**src/rtl/spi_peripheral_tx.sv**
```systemverilog
// rtl/spi_peripheral_tx.sv - SPI mode-0 peripheral transmitter driving CIPO from a one-entry holding register
//
// Ports:
//   clk, rst          system clock, asynchronous active-high reset
//   SCLK, spi_cs_n    SPI clock and active-low chip select from the controller (asynchronous)
//   CIPO, cipo_oe     serial data to the controller and its pad output enable
//   tx_enable         when low, chip select is ignored while idle
//   tx_data/valid/ready  core-side byte handshake into the holding register
//   byte_sent         pulse when a full frame has been shifted out
//   underrun          pulse when FILL_BYTE is loaded because the holding register was empty
//   tx_abort          pulse when chip select deasserts mid-frame
//   busy              high while not idle
module spi_peripheral_tx #(
    parameter int                   DATA_BITS = 8,
    parameter logic [DATA_BITS-1:0] FILL_BYTE = 8'h00
) (
    input  logic                 clk,
    input  logic                 rst,
    input  logic                 SCLK,
    input  logic                 spi_cs_n,
    output logic                 CIPO,
    output logic                 cipo_oe,
    input  logic                 tx_enable,
    input  logic [DATA_BITS-1:0] tx_data,
    input  logic                 tx_valid,
    output logic                 tx_ready,
    output logic                 byte_sent,
    output logic                 underrun,
    output logic                 tx_abort,
    output logic                 busy
);

    localparam int                 CNT_W    = $clog2(DATA_BITS) + 1;
    localparam logic [CNT_W-1:0]   CNT_FULL = CNT_W'(DATA_BITS);

    typedef enum logic [1:0] {
        IDLE,
        LOAD,
        SHIFT
    } state_t;

    state_t state;
    state_t state_next;

    logic sclk_q1, sclk_q2;
    logic cs_q1, cs_q2;
    logic sclk_rise, sclk_fall, cs_act;

    logic [DATA_BITS-1:0] hold;
    logic                 hold_valid;
    logic [DATA_BITS-1:0] shift_reg;
    logic [CNT_W-1:0]     bit_cnt;
    logic                 load_now;
    logic                 capture;

    // Two-flop synchronizers; reset to the idle bus levels so no edge is seen on release.
    always_ff @(posedge clk or posedge rst) begin
        if (rst) begin
            sclk_q1 <= 1'b0;
            sclk_q2 <= 1'b0;
            cs_q1   <= 1'b1;
            cs_q2   <= 1'b1;
        end else begin
            sclk_q1 <= SCLK;
            sclk_q2 <= sclk_q1;
            cs_q1   <= spi_cs_n;
            cs_q2   <= cs_q1;
        end
    end

    assign sclk_rise = sclk_q1 & ~sclk_q2;
    assign sclk_fall = ~sclk_q1 & sclk_q2;
    assign cs_act    = ~cs_q2;

    assign tx_ready  = ~hold_valid;
    assign capture   = tx_valid & tx_ready;
    assign busy      = (state != IDLE);

    always_ff @(posedge clk or posedge rst) begin
        if (rst) begin
            state <= IDLE;
        end else begin
            state <= state_next;
        end
    end

    always_comb begin
        state_next = state;
        cipo_oe    = 1'b0;
        CIPO       = 1'b0;
        load_now   = 1'b0;
        byte_sent  = 1'b0;
        tx_abort   = 1'b0;
        case (state)
            IDLE: begin
                if (cs_act && tx_enable) begin
                    state_next = LOAD;
                end
            end
            LOAD: begin
                // The load always consumes the held byte, even if CS is already gone.
                load_now   = 1'b1;
                state_next = cs_act ? SHIFT : IDLE;
            end
            SHIFT: begin
                cipo_oe = 1'b1;
                CIPO    = shift_reg[DATA_BITS-1];
                if (!cs_act) begin
                    state_next = IDLE;
                    tx_abort   = (bit_cnt != '0) && (bit_cnt < CNT_FULL);
                end else if (sclk_fall && (bit_cnt == CNT_FULL)) begin
                    // Frame complete: reload in place so back-to-back frames need no CS toggle.
                    byte_sent = 1'b1;
                    load_now  = 1'b1;
                end
            end
            default: state_next = IDLE;
        endcase
    end

    assign underrun = load_now & ~hold_valid;

    always_ff @(posedge clk or posedge rst) begin
        if (rst) begin
            hold       <= '0;
            hold_valid <= 1'b0;
            shift_reg  <= '0;
            bit_cnt    <= '0;
        end else begin
            // capture only happens while empty, so a same-cycle load has already chosen FILL_BYTE
            // and the new byte survives for the next frame.
            if (capture) begin
                hold       <= tx_data;
                hold_valid <= 1'b1;
            end else if (load_now) begin
                hold_valid <= 1'b0;
            end

            if (load_now) begin
                shift_reg <= hold_valid ? hold : FILL_BYTE;
                bit_cnt   <= '0;
            end else if (state == SHIFT) begin
                if (!cs_act) begin
                    bit_cnt <= '0;
                end else if (sclk_rise && (bit_cnt < CNT_FULL)) begin
                    bit_cnt <= bit_cnt + 1'b1;
                end else if (sclk_fall && (bit_cnt < CNT_FULL)) begin
                    shift_reg <= {shift_reg[DATA_BITS-2:0], 1'b0};
                end
            end
        end
    end

endmodule

```
**config.mk**
```make
export PLATFORM = sky130hd
export DESIGN_NAME = spi_peripheral_tx
export DESIGN_NICKNAME = d
export VERILOG_FILES = /design/src/rtl/spi_peripheral_tx.sv
export SDC_FILE = /design/constraint.sdc
export NUM_CORES = 1
export LEC_CHECK = 0
export ABC_AREA = 1
export BUFFER_PORTS_ARGS = -buffer_cell sky130_fd_sc_hd__buf_2
export CAP_MARGIN = 10
export CORE_ASPECT_RATIO = 0.75
export CORE_UTILIZATION = 25
export DETAILED_ROUTE_END_ITERATION = 8
export GPL_TIMING_DRIVEN = 0
export PLACE_DENSITY = 0.44
export SLEW_MARGIN = 25
export SYNTH_ARGS = -nofsm -noshare
export SYNTH_HDL_FRONTEND = slang
export SYNTH_SLANG_ARGS = --single-unit
```
**constraint.sdc**
```tcl
create_clock -name clk -period 2.2 [get_ports clk]
set_clock_uncertainty 0.1 [all_clocks]
set_input_delay 0.44 -clock clk [delete_from_list [all_inputs] [get_ports clk]]
set_output_delay 0.44 -clock clk [all_outputs]
set_load 0.01 [all_outputs]
```
* Yosys cells after proc, flatten, opt, wreduce, memory -nomap -nowiden
Index checks and enable logic that the tools add are counted.
Storage, ports and cells: flip-flop bits (word level) 27, input bits 14, word-level logic and storage cells 65
Operators by class: add/sub/neg operators 1, $lt $le $gt $ge 1, equality and inequality tests 7, multiplexer cells 24, bitwise gates (word level) 8, reduce and logical (&&, ||, !) cells 15
Operators with widths (number):
- 8-bit 2-to-1 mux | 6
- 4-bit 2-to-1 mux | 4
- 1-bit 2-to-1 mux | 9
- 2-bit nonzero test | 4
- 2-bit 2-to-1 mux | 3
- 2-bit != test (second input constant) | 3
- 2-bit one-hot mux with 3 select lines | 1
- 1-bit logical AND | 5
- 4-bit by 1-bit adder with 4-bit output (second input constant) | 1
- 1-bit AND | 4
- 4-bit == test (second input constant) | 1
- 4-bit less-than comparator (second input constant) | 1
- 1-bit inverter | 4
- 2-bit AND reduction | 2
- 4-bit AND reduction | 1
- 4-bit nonzero test | 1
- 3-bit nonzero test | 1
- 2-bit by 1-bit == test with 1-bit output (second input constant) | 1
- 2-bit == test (second input constant) | 1
- 2-bit logical NOT | 1
- 2-bit by 1-bit != test with 1-bit output (second input constant) | 1
- 1-bit one-hot mux with 2 select lines | 1

* Depth between registers and ports, before layout
Gate-level depths: netlist of the first run.
word-level depth 8, mapped depth 10, mapped depth without buffers 9

* Worst setup path after synthesis of the first run
Ideal clock, no wire load.
kind register to output, from register state[0], to output port underrun, data arrival time 1.467 ns, setup slack 0.193 ns, stages on the path, launching flop included 10, cells stage by stage dfrtp_1 -> inv_1 -> ha_1 -> nand2_2 -> nor2_4 -> nand2_4 -> nand2_8 -> nand2_4 -> buf_6 -> nor2_1
On the way: cells in the longest elaborated chain, start to end 3
RTL lines:
- from (decl) | line 42 | state_t state;
- from (signal assigned) | line 83 | state <= state_next;
- 2-bit == test / 2-bit by 1-bit == test with 1-bit output (equally long branches) | line 94 | case (state)
- 1-bit one-hot mux with 2 select lines * | line 94
- 1-bit AND * | line 121 | assign underrun = load_now & ~hold_valid;
- to (decl) | line 28 | output logic underrun,
Mark *: on every way between the ends. The rest lies on a longest branch, timed or not.

* Final worst setup path of the first run
Same ends and word-level chain as after synthesis.

==> impl_table.tex, run 1 <==
\begin{tabular}{lr}
\hline
Metric & Value \\
\hline
\multicolumn{2}{l}{\textbf{Synth}} \\
\quad Post-synthesis share of cell area spent on full adders, half adders and majority gates & 0.0467 \\
\quad Post-synthesis cell type with the largest combined area & sky130\_fd\_sc\_hd\_\_dfrtp\_1 \\
\quad Net count of the mapped netlist & 157 \\
\quad Share of synthesized registers carrying an async set or reset & 1.00 \\
\quad Share of the yosys chip area belonging to registers & 0.507 \\
\quad Most instantiated cells after synthesis & 25 x sky130\_fd\_sc\_hd\_\_dfrtp\_1, 23 x sky130\_fd\_sc\_hd\_\_nand3\_1, 19 x sky130\_fd\_sc\_hd\_\_nand2\_1 \\
\quad Simple-Gate Fraction of Synth Area & 0.251 \\
\quad Mux cell area share after synthesis & 0.0673 \\
\quad Dominant cells by area after synthesis & sky130\_fd\_sc\_hd\_\_dfrtp\_1 47\%, sky130\_fd\_sc\_hd\_\_nand3\_1 8.6\%, sky130\_fd\_sc\_hd\_\_mux2\_2 6.7\%, sky130\_fd\_sc\_hd\_\_nand2\_1 5.3\%, sky130\_fd\_sc\_hd\_\_ha\_1 4.7\% \\
\quad FF+latch count, synth & 27 \\
\quad Yosys warnings & 0 \\
\quad Synthesized-area fraction occupied by ao, oa, aoi and oai cells & 0.0402 \\
\quad Yosys top cell area share & 0.467 \\
\quad Most used flip-flop cell after synthesis & sky130\_fd\_sc\_hd\_\_dfrtp\_1 \\
\quad Cell with the most instances after synthesis & sky130\_fd\_sc\_hd\_\_dfrtp\_1 \\
\quad Syn\_area\_per\_cell & 9.70 um\^{}2 \\
\quad Count of flip-flops with a built-in enable after synthesis & 0 \\
\quad Netlist cell types & 25 \\
\quad Cells after synthesis & 138 \\
\quad Post-Synth XOR/XNOR Area & 0.00654 \\
\quad Netlist area before placement & 0.00134 mm\^{}2 \\
\quad Combinational family with the most area after synthesis & simple AND/OR/NAND/NOR gates \\
\multicolumn{2}{l}{\textbf{CTS}} \\
\quad Number of CTS-inserted buffers & 3 \\
\quad Number of buffers on the longest clock path & 2 \\
\quad Total number of clock tree sinks & 27 \\
\quad TritonCTS clock tree & built \\
\quad Skew-Pair Late Insertion Delay & 0.27 ns \\
\quad Count of hold buffers inserted by post-cts repair & 0 \\
\quad H-Tree Level Count & 1 \\
\quad Cell chosen for the clock root & sky130\_fd\_sc\_hd\_\_clkbuf\_8 \\
\quad Clock slew at the register clock pins of the worst setup and hold paths & 0.09 ns \\
\multicolumn{2}{l}{\textbf{Layout}} \\
\quad Count of inserted antenna diode cells & 0 \\
\quad Multi-input logic area & 591 um\^{}2 \\
\quad Number of fill cells & 536 \\
\quad Total area of sequential cells & 678 um\^{}2 \\
\quad Final net count & 194 \\
\quad Share of final-layout standard cells stronger than drive strength 1 & 0.385 \\
\quad Synth-to-layout area growth & 27.4\% \\
\multicolumn{2}{l}{\textbf{Route}} \\
\quad Routed len/inst & 11.0 um \\
\quad First DRT Iteration DRCs & 67 \\
\quad Via count normalized by instance count & 4.24 \\
\quad Post-route DRC & 0 \\
\quad Wirelength, routed & 2710 um \\
\quad Drt first pass iters & 4 \\
\quad Total via count after detailed routing & 1044 \\
\quad Remaining antenna violation count after routing & 0 \\
\multicolumn{2}{l}{\textbf{STA}} \\
\quad Number of max-slew violations in the final report & 0 \\
\quad Worst setup slack after layout & 0.114 ns \\
\quad Unrepaired setup endpoints after global routing & no \\
\quad Fin. Hold Viols & 0 \\
\quad Tightest Pin Transition & 0.569 ns \\
\quad Time the final worst path needs with I/O delays and setup & 2.09 ns \\
\quad Share of the clock period used by the worst path after layout & 0.948 \\
\quad Peak Freq & 479 MHz \\
\quad Setup Viol. Count Final & 0 \\
\quad Worst slew slack as a fraction of its limit & 0.620 \\
\quad Setup\_tns & 0 ns \\
\multicolumn{2}{l}{\textbf{GRT}} \\
\quad Global route overflow & 0 \\
\quad Global routing usage summed across all routing layers & 0.109 \\
\quad Number of antenna violations at the first check in global routing & 0 \\
\quad Via count of the first global-routing pass & 1014 \\
\quad Global-route wire length before repair & 4830 um \\
\quad Largest net degree at the start of global routing & 28 \\
\multicolumn{2}{l}{\textbf{Floorplanning}} \\
\quad Placeable core region & 0.00501 mm\^{}2 \\
\quad Count of boundary I/O pins & 21 \\
\quad Initial standard-cell utilization of the core & 0.267 \\
\quad Die width & 86.5 um \\
\quad Chip Height & 65.4 um \\
\quad Site Rows & 22 \\
\quad Die Footprint & 0.00565 mm\^{}2 \\
\multicolumn{2}{l}{\textbf{Worst hold path}} \\
\quad HP Class & input pin to async pin \\
\multicolumn{2}{l}{\textbf{Placed design}} \\
\quad Dpl ws & 0.0398 ns \\
\quad Half-perimeter wire length after detailed placement & 2020 um \\
\quad Global placer's final weighted congestion & 0.729 \\
\quad Number of buffers added on ports & 20 \\
\multicolumn{2}{l}{\textbf{Critical path}} \\
\quad Endpoint required time on the critical path & 1.66 ns \\
\quad CP startpoint kind & register \\
\quad Maximum net fanout on the critical path & 8 \\
\quad CP endpoint kind & primary output \\
\quad Worst EP arrival & 1.55 ns \\
\quad Startpoint-to-endpoint class of the critical path & register to primary output \\
\quad Startpoint of the worst setup timing path & state[0] \\
\quad Startpoint of the worst register-to-register path & state[0] \\
\multicolumn{2}{l}{\textbf{Status}} \\
\quad Result of the run & finished clean \\
\multicolumn{2}{l}{\textbf{Job}} \\
\quad Max-cap check violation count & 0 \\
\multicolumn{2}{l}{\textbf{Pwr}} \\
\quad Worst-case vdd ir drop & 0.433 mV \\
\quad Static leakage & 0.861 nW \\
\quad Pwr/cell area & 1150 mW/mm\^{}2 \\
\hline
\end{tabular}
-- cell type report --
type	instances	area share
Multi-Input combinational cell	87	0.346
Buffer	3	0.0132
Sequential cell	27	0.398
Timing Repair Buffer	33	0.120
Tap cell	72	0.0528
Inverter	20	0.0440
Clock buffer	4	0.0264
-- critical path: stages (launching register included) --
cell                      delay, ns
sky130_fd_sc_hd__dfrtp_1       0.40
sky130_fd_sc_hd__inv_2         0.10
sky130_fd_sc_hd__ha_4          0.14
sky130_fd_sc_hd__nand2_2       0.07
sky130_fd_sc_hd__nor2_4        0.12
sky130_fd_sc_hd__nand2_4       0.08
sky130_fd_sc_hd__nand2_8       0.09
sky130_fd_sc_hd__nand2_8       0.07
sky130_fd_sc_hd__nor2_4        0.09
sky130_fd_sc_hd__buf_6         0.11
-- through the flow --
step / util / total power [mW] / hold WS [ns] / instance area, um^2 / instances
final: 0.340 / 1.95 / 0.114 / 1710 / 246
after global placement: 0.305 / 1.49 / 0.248 / 1530 / 230
after detailed placement: 0.305 / 1.53 / 0.254 / 1530 / 230
after floorplan: - / 1.33 / 0.245 / 1340 / 138
after global routing: 0.340 / 2.13 / 0.150 / 1710 / 246
after CTS: 0.327 / 1.88 / 0.165 / 1640 / 239
-- final timing paths --
kind                                endpoint  cells after the start  slack, ns
worst max register to register  shift_reg[4]                     11       0.49
worst min-delay path                 hold[7]                      2       0.11
max in group asynchronous              cs_q2                      2       1.50
min in group clk                       cs_q1                      1       0.17
worst max-delay path                underrun                      9       0.11
worst min register to register         cs_q2                      0       0.26
-- kinds of logic (layout without fill, tap and decap cells) --
kind of cell / after synthesis / after routing
AOI/OAI and AO/OA: 10 / 10
adders and majority gates: 5 / 5
xor gates and xnor gates: 1 / 1
muxes: 8 / 8
DFF: 27 / 27
and+or+nand+nor: 63 / 63
buffers and inverters: 24 / 60
-- repair_timing --
action,in CTS,in global routing
pin swaps,4,3
setup buffers,6,7
hold endpoints to repair,0,0
gates resized for setup,7,5
endpoints found under the setup margin,1,1
-- power breakdown --
| part | internal [mW] | switching [mW] |
|---|---|---|
| Clock | 0.130 | 0.148 |
| Sequential | 0.667 | 0.0960 |
| Combinational | 0.422 | 0.492 |
| Total | 1.22 | 0.736 |
-- metal layers --
metal | track usage | wire (um) | vias to the layer above
li1 | - | - | 525
met5 | 0 | 0 | -
met1 | 0.153 | 1310 | 501
met2 | 0.174 | 1290 | 16
met3 | 0.0339 | 104 | 2
met4 | 0.00625 | 4 | 0
-- cell usage in the layout (no fill, tap or decap) --
master,netlist,final
sky130_fd_sc_hd__buf_2,0,19
sky130_fd_sc_hd__a21oi_1,3,3
sky130_fd_sc_hd__inv_1,16,12
sky130_fd_sc_hd__a31oi_1,1,1
sky130_fd_sc_hd__nand2_2,2,3
sky130_fd_sc_hd__nand3_1,23,23
sky130_fd_sc_hd__nor2_1,6,5
sky130_fd_sc_hd__xor2_1,1,1
sky130_fd_sc_hd__clkbuf_1,1,2
sky130_fd_sc_hd__o21ai_1,1,1
sky130_fd_sc_hd__buf_6,2,2
sky130_fd_sc_hd__nand2_1,19,18
sky130_fd_sc_hd__o21ai_0,4,4
sky130_fd_sc_hd__nand4_1,7,7
sky130_fd_sc_hd__dfrtp_1,25,25
sky130_fd_sc_hd__ha_2,0,1
sky130_fd_sc_hd__clkinv_1,1,1
sky130_fd_sc_hd__dfstp_2,2,2
sky130_fd_sc_hd__nand2_4,3,2
sky130_fd_sc_hd__clkbuf_8,0,3
sky130_fd_sc_hd__buf_4,1,14
sky130_fd_sc_hd__mux2_2,8,8
sky130_fd_sc_hd__inv_2,3,7
sky130_fd_sc_hd__o211ai_1,1,1
sky130_fd_sc_hd__ha_4,0,1
sky130_fd_sc_hd__ha_1,5,3
sky130_fd_sc_hd__nor2_4,1,3
sky130_fd_sc_hd__nand2_8,1,2
No activity file was read; power rests on OpenSTA's default activity.
==> run 2: changes to the inputs <==
--- a/config.mk
+++ b/config.mk
@@ -10,9 +10,11 @@
 export CAP_MARGIN = 10
 export CORE_ASPECT_RATIO = 0.75
 export CORE_UTILIZATION = 25
+export CTS_BUF_LIST = sky130_fd_sc_hd__clkbuf_8
 export DETAILED_ROUTE_END_ITERATION = 8
 export GPL_TIMING_DRIVEN = 0
 export PLACE_DENSITY = 0.44
+export REMOVE_ABC_BUFFERS = 1
 export SLEW_MARGIN = 25
 export SYNTH_ARGS = -nofsm -noshare
 export SYNTH_HDL_FRONTEND = slang
==> constraint.sdc (replaced) <==
create_clock -name clk -period 2.1 [get_ports clk]
set_clock_uncertainty 0.1 [all_clocks]
set_input_delay 0.42 -clock clk [delete_from_list [all_inputs] [get_ports clk]]
set_output_delay 0.42 -clock clk [all_outputs]
set_load 0.01 [all_outputs]
==> impl_table.tex, run 2 (synthesis results as in run 1) <==
\begin{tabular}{lr}
\hline
Metric & Value \\
\hline
\multicolumn{2}{l}{\textbf{Pwr}} \\
\quad Total net switching power & 0.840 mW \\
\quad Part of the total power dissipated in combinational logic & 0.453 \\
\quad Cell Int Power & 1.27 mW \\
\quad Worst-case vdd ir drop & 0.441 mV \\
\quad Pwr/cell area & 1240 mW/mm\^{}2 \\
\quad Sequential group share of total power & 0.395 \\
\quad Power, Total & 2.11 mW \\
\quad Switching share of power & 0.397 \\
\quad Clock network fraction of design power & 0.151 \\
\quad Static leakage & 0.858 nW \\
\multicolumn{2}{l}{\textbf{Route}} \\
\quad Remaining antenna violation count after routing & 0 \\
\quad Drt first pass iters & 4 \\
\quad First DRT Iteration DRCs & 64 \\
\quad Total via count after detailed routing & 1015 \\
\quad Wirelength, routed & 2840 um \\
\quad Routed len/inst & 11.8 um \\
\quad Via count normalized by instance count & 4.21 \\
\quad Post-route DRC & 0 \\
\multicolumn{2}{l}{\textbf{CTS}} \\
\quad Skew-Pair Late Insertion Delay & 0.28 ns \\
\quad H-Tree Level Count & 1 \\
\quad Number of buffers on the longest clock path & 2 \\
\quad Number of CTS-inserted buffers & 3 \\
\quad TritonCTS clock tree & built \\
\quad Clock slew at the register clock pins of the worst setup and hold paths & 0.10 ns \\
\quad Count of hold buffers inserted by post-cts repair & 0 \\
\quad Total number of clock tree sinks & 27 \\
\quad Cell chosen for the clock root & sky130\_fd\_sc\_hd\_\_clkbuf\_8 \\
\multicolumn{2}{l}{\textbf{Placed design}} \\
\quad Dpl ws & -0.0800 ns \\
\quad Number of buffers added on ports & 20 \\
\quad Post-placement cell area & 0.00150 mm\^{}2 \\
\quad Instance count after placement with tap cells included & 226 \\
\quad Global placer's final weighted congestion & 0.719 \\
\quad Half-perimeter wire length after detailed placement & 2000 um \\
\multicolumn{2}{l}{\textbf{Layout}} \\
\quad Leading cell type in the layout, fill and taps excluded & sky130\_fd\_sc\_hd\_\_dfrtp\_1 \\
\quad Count of inserted antenna diode cells & 0 \\
\quad Commonest cells after routing, fill and taps aside & 25 x sky130\_fd\_sc\_hd\_\_dfrtp\_1, 23 x sky130\_fd\_sc\_hd\_\_nand3\_1, 19 x sky130\_fd\_sc\_hd\_\_buf\_2 \\
\quad Synth-to-layout area growth & 27.7\% \\
\quad Share of final-layout standard cells stronger than drive strength 1 & 0.391 \\
\quad Final net count & 189 \\
\quad Cell Count, Final, Fillers Out & 241 \\
\quad Post-route standard cell area excluding fillers & 0.00171 mm\^{}2 \\
\multicolumn{2}{l}{\textbf{Job}} \\
\quad Max-cap check violation count & 0 \\
\multicolumn{2}{l}{\textbf{Floorplanning}} \\
\quad Die Footprint & 0.00565 mm\^{}2 \\
\quad Count of boundary I/O pins & 21 \\
\quad Initial standard-cell utilization of the core & 0.267 \\
\quad Die width & 86.5 um \\
\quad Chip Height & 65.4 um \\
\quad Site Rows & 22 \\
\quad Placeable core region & 0.00501 mm\^{}2 \\
\multicolumn{2}{l}{\textbf{Worst hold path}} \\
\quad HP Class & input pin to async pin \\
\multicolumn{2}{l}{\textbf{GRT}} \\
\quad Global route overflow & 0 \\
\quad Global routing usage summed across all routing layers & 0.116 \\
\quad Global-route wire length before repair & 4980 um \\
\quad Largest net degree at the start of global routing & 28 \\
\quad Via count of the first global-routing pass & 1014 \\
\quad Number of antenna violations at the first check in global routing & 0 \\
\multicolumn{2}{l}{\textbf{STA}} \\
\quad Number of max-slew violations in the final report & 0 \\
\quad Unrepaired setup endpoints after global routing & no \\
\quad Fin. Hold Viols & 0 \\
\quad Worst setup slack after layout & 0.0918 ns \\
\quad Setup Viol. Count Final & 0 \\
\quad Peak Freq & 498 MHz \\
\quad Time the final worst path needs with I/O delays and setup & 2.01 ns \\
\quad Worst slew slack as a fraction of its limit & 0.618 \\
\quad Share of the clock period used by the worst path after layout & 0.956 \\
\quad Tightest Pin Transition & 0.572 ns \\
\multicolumn{2}{l}{\textbf{Critical path}} \\
\quad Startpoint-to-endpoint class of the critical path & register to primary output \\
\quad CP endpoint kind & primary output \\
\quad CP startpoint kind & register \\
\quad Maximum net fanout on the critical path & 3 \\
\quad Endpoint required time on the critical path & 1.58 ns \\
\quad Worst EP arrival & 1.49 ns \\
\multicolumn{2}{l}{\textbf{Status}} \\
\quad Result of the run & finished clean \\
\hline
\end{tabular}
run 2: cell types whose count changed in the layout (fill, tap and decap cells not counted), sizes merged:
cell,delta
inv,+1
buf,-5
clkbuf,-2
nand2,+1
run 2: through the flow:
| step | hold WS (ns) | TNS [ns] | utilization |
|---|---|---|---|
| finish | 0.0839 | 0 | 0.341 |
| global route | 0.108 | 0 | 0.341 |
| CTS | 0.115 | 0 | 0.338 |
| detailed placement | 0.247 | -0.0800 | 0.298 |
| global placement | 0.246 | -0.0108 | 0.298 |
| floorplan | 0.245 | 0 | - |
run 2: routing by layer:
metal  GRT usage  vias to the layer above  wire length [um]
li1            -                      515                 -
met1       0.165                      468              1480
met2       0.171                       32              1160
met3      0.0452                        0               201
met4      0.0125                        0                 0
met5           0                        -                 0
run 2: path summary, 6_finish.rpt:
kind                       slack (ns)            to      from  cells after the start
hold reg to reg                  0.26         cs_q2     cs_q1                      0
setup / recovery                 0.09      underrun  state[0]                      7
min in group clk                 0.13         cs_q1  spi_cs_n                      1
hold / removal                   0.08    bit_cnt[1]       rst                      2
setup reg to reg                 0.42  shift_reg[4]     cs_q2                      8
max in group asynchronous        1.44      state[1]       rst                      2
run 2: power by group through the flow:
stage	registers (mW)	logic [mW]	clock network [mW]
global route	0.855	1.07	0.357
detailed placement	0.836	0.702	0
CTS	0.832	0.948	0.337
floorplan	0.791	0.538	0
global placement	0.827	0.675	0
finish	0.835	0.958	0.320
run 2: final cells by class:
class,count,area [um^2]
Sequential cell,27,678
Clock inverter,1,8.76
Multi-Input combinational cell,88,634
Timing Repair Buffer,30,181
Fill cell,541,3300
Inverter,20,75.1
Tap cell,72,90.1
Clock buffer,3,41.3
run 2: what timing repair did:
| item | CTS | global route |
|---|---|---|
| pin swaps | 6 | 6 |
| gates resized for setup | 14 | 4 |
| cloned | 1 | 0 |
| setup buffers | 10 | 0 |
| setup endpoints to repair | 2 | 1 |
run 2: critical path: stages, from the launching register on:
cell                      delay [ns]
sky130_fd_sc_hd__dfrtp_1        0.40
sky130_fd_sc_hd__buf_4          0.13
sky130_fd_sc_hd__ha_1           0.21
sky130_fd_sc_hd__inv_1          0.16
sky130_fd_sc_hd__nand2_8        0.08
sky130_fd_sc_hd__nand2_8        0.07
sky130_fd_sc_hd__nor2_4         0.03
sky130_fd_sc_hd__buf_6          0.13
==> run 3: changes to the inputs <==
--- a/config.mk
+++ b/config.mk
@@ -6,14 +6,15 @@
 export NUM_CORES = 1
 export LEC_CHECK = 0
 export ABC_AREA = 1
-export BUFFER_PORTS_ARGS = -buffer_cell sky130_fd_sc_hd__buf_2
+export ABC_CLOCK_PERIOD_IN_PS = 2100
+export BUFFER_PORTS_ARGS = -buffer_cell sky130_fd_sc_hd__buf_4
 export CAP_MARGIN = 10
 export CORE_ASPECT_RATIO = 0.75
-export CORE_UTILIZATION = 25
+export CORE_UTILIZATION = 45
 export CTS_BUF_LIST = sky130_fd_sc_hd__clkbuf_8
 export DETAILED_ROUTE_END_ITERATION = 8
 export GPL_TIMING_DRIVEN = 0
-export PLACE_DENSITY = 0.44
+export PLACE_DENSITY = 0.68
 export REMOVE_ABC_BUFFERS = 1
 export SLEW_MARGIN = 25
 export SYNTH_ARGS = -nofsm -noshare
==> impl_table.tex, run 3 (synthesis results as in run 1) <==
\begin{tabular}{lr}
\hline
Metric & Value \\
\hline
\multicolumn{2}{l}{\textbf{Status}} \\
\quad Result of the run & finished clean \\
\multicolumn{2}{l}{\textbf{Layout}} \\
\quad Total area of sequential cells & 678 um\^{}2 \\
\quad Commonest cells after routing, fill and taps aside & 30 x sky130\_fd\_sc\_hd\_\_buf\_4, 25 x sky130\_fd\_sc\_hd\_\_dfrtp\_1, 23 x sky130\_fd\_sc\_hd\_\_nand3\_1 \\
\quad Number of fill cells & 246 \\
\quad Share of final-layout standard cells stronger than drive strength 1 & 0.385 \\
\quad Leading cell type in the layout, fill and taps excluded & sky130\_fd\_sc\_hd\_\_buf\_4 \\
\quad Post-route standard cell area excluding fillers & 0.00169 mm\^{}2 \\
\quad Multi-input logic area & 614 um\^{}2 \\
\quad Util after Layout & 0.619 \\
\quad Synth-to-layout area growth & 26.0\% \\
\quad Count of inserted antenna diode cells & 0 \\
\quad Final net count & 189 \\
\multicolumn{2}{l}{\textbf{Route}} \\
\quad Post-route DRC & 0 \\
\quad First DRT Iteration DRCs & 74 \\
\quad Remaining antenna violation count after routing & 0 \\
\quad Via count normalized by instance count & 5.03 \\
\quad Drt first pass iters & 4 \\
\quad Total via count after detailed routing & 1032 \\
\quad Wirelength, routed & 2580 um \\
\quad Routed len/inst & 12.6 um \\
\multicolumn{2}{l}{\textbf{Placed design}} \\
\quad Global placer's final weighted congestion & 0.859 \\
\quad Dpl ws & -0.0376 ns \\
\quad Post-placement cell area & 0.00150 mm\^{}2 \\
\quad Number of buffers added on ports & 20 \\
\quad Half-perimeter wire length after detailed placement & 1750 um \\
\multicolumn{2}{l}{\textbf{CTS}} \\
\quad Skew-Pair Late Insertion Delay & 0.28 ns \\
\quad Cell chosen for the clock root & sky130\_fd\_sc\_hd\_\_clkbuf\_8 \\
\quad Number of CTS-inserted buffers & 3 \\
\quad Count of hold buffers inserted by post-cts repair & 0 \\
\quad Number of buffers on the longest clock path & 2 \\
\quad Total number of clock tree sinks & 27 \\
\quad TritonCTS clock tree & built \\
\quad H-Tree Level Count & 1 \\
\quad Clock slew at the register clock pins of the worst setup and hold paths & 0.09 ns \\
\multicolumn{2}{l}{\textbf{GRT}} \\
\quad Via count of the first global-routing pass & 956 \\
\quad Number of antenna violations at the first check in global routing & 0 \\
\quad Global route overflow & 0 \\
\quad Largest net degree at the start of global routing & 28 \\
\quad Global-route wire length before repair & 4290 um \\
\quad Global routing usage summed across all routing layers & 0.181 \\
\multicolumn{2}{l}{\textbf{STA}} \\
\quad Number of max-slew violations in the final report & 0 \\
\quad Fin. Hold Viols & 0 \\
\quad Post-Route Hold Slack & 0.0919 ns \\
\quad Time the final worst path needs with I/O delays and setup & 2.03 ns \\
\quad Worst slew slack as a fraction of its limit & 0.627 \\
\quad Share of the clock period used by the worst path after layout & 0.968 \\
\quad Worst setup slack after layout & 0.0676 ns \\
\quad Peak Freq & 492 MHz \\
\quad Tightest Pin Transition & 0.558 ns \\
\quad Setup Viol. Count Final & 0 \\
\multicolumn{2}{l}{\textbf{Pwr}} \\
\quad Worst-case vdd ir drop & 0.628 mV \\
\quad Power, Total & 2.08 mW \\
\quad Pwr/cell area & 1230 mW/mm\^{}2 \\
\quad Total net switching power & 0.803 mW \\
\quad Part of the total power dissipated in combinational logic & 0.458 \\
\quad Sequential group share of total power & 0.399 \\
\quad Clock network fraction of design power & 0.143 \\
\quad Cell Int Power & 1.28 mW \\
\quad Static leakage & 0.854 nW \\
\quad Switching share of power & 0.386 \\
\multicolumn{2}{l}{\textbf{Floorplanning}} \\
\quad Chip Height & 49.2 um \\
\quad Site Rows & 16 \\
\quad Placeable core region & 0.00272 mm\^{}2 \\
\quad Count of boundary I/O pins & 21 \\
\quad Die Footprint & 0.00320 mm\^{}2 \\
\quad Initial standard-cell utilization of the core & 0.492 \\
\quad Die width & 65.0 um \\
\multicolumn{2}{l}{\textbf{Critical path}} \\
\quad Library cell contributing the largest single delay on the critical path & sky130\_fd\_sc\_hd\_\_dfrtp\_1 \\
\quad CP startpoint kind & register \\
\quad Startpoint-to-endpoint class of the critical path & register to primary output \\
\quad Worst EP arrival & 1.51 ns \\
\quad CP cell instances & inv\_2 > ha\_4 > nand2\_2 > nor2\_4 > nand2\_4 > nand2\_8 > nand2\_8 > nor2\_4 > buf\_4 \\
\quad Worst Path Buf+Inv & 2 \\
\quad Largest stage delay on the critical path & 0.40 ns \\
\quad CP endpoint kind & primary output \\
\quad Critical path's top delay family & simple AND/OR/NAND/NOR gates \\
\quad Maximum net fanout on the critical path & 2 \\
\quad FF-to-FF setup slack & 0.40 ns \\
\quad Endpoint required time on the critical path & 1.58 ns \\
\multicolumn{2}{l}{\textbf{Worst hold path}} \\
\quad HP Class & input pin to async pin \\
\multicolumn{2}{l}{\textbf{Job}} \\
\quad Max-cap check violation count & 0 \\
\hline
\end{tabular}
-- run 3: final cells by class --
cell class	count	area share
sequential	27	0.402
inverter	20	0.0445
clock buffer	3	0.0245
tap	36	0.0267
clock inverter	1	0.00445
timing repair buffer	30	0.134
multi-input combinational	88	0.364
-- run 3: metal layers --
metal  wire length, um  track usage  vias to the layer above
li1                  -            -                      521
met1              1230        0.244                      486
met2              1210        0.278                       20
met3               108       0.0584                        5
met4                31       0.0556                        0
met5                 0            0                        -
-- run 3: through the flow --
stage / TNS (ns) / instances
detailed placement: -0.0376 / 190
global placement: 0 / 190
global route: -0.00221 / 205
floorplan: 0 / 134
CTS: 0 / 202
finish: 0 / 205
-- run 3: path summary, 6_finish.rpt --
| path | startpoint | depth (start not counted) | endpoint |
|---|---|---|---|
| hold / removal | rst | 2 | hold[7] |
| setup reg to reg | state[1] | 8 | shift_reg[5] |
| setup / recovery | state[0] | 9 | underrun |
| min in group clk | spi_cs_n | 1 | cs_q1 |
| hold reg to reg | cs_q1 | 0 | cs_q2 |
| max in group asynchronous | rst | 2 | hold[2] |
-- run 3: power by group through the flow --
stage / sequential (mW) / clock, mW / combinational, mW
CTS: 0.823 / 0.308 / 0.900
global placement: 0.821 / 0 / 0.680
finish: 0.831 / 0.297 / 0.954
detailed placement: 0.832 / 0 / 0.710
floorplan: 0.791 / 0 / 0.538
global route: 0.853 / 0.333 / 1.05
-- run 3: timing repair --
item                       CTS  global route
buffers inserted             7             3
resized for setup            8             5
pin swaps                    2             3
setup endpoints to repair    2             2
gates cloned                 1             0
hold endpoints to repair     0             0
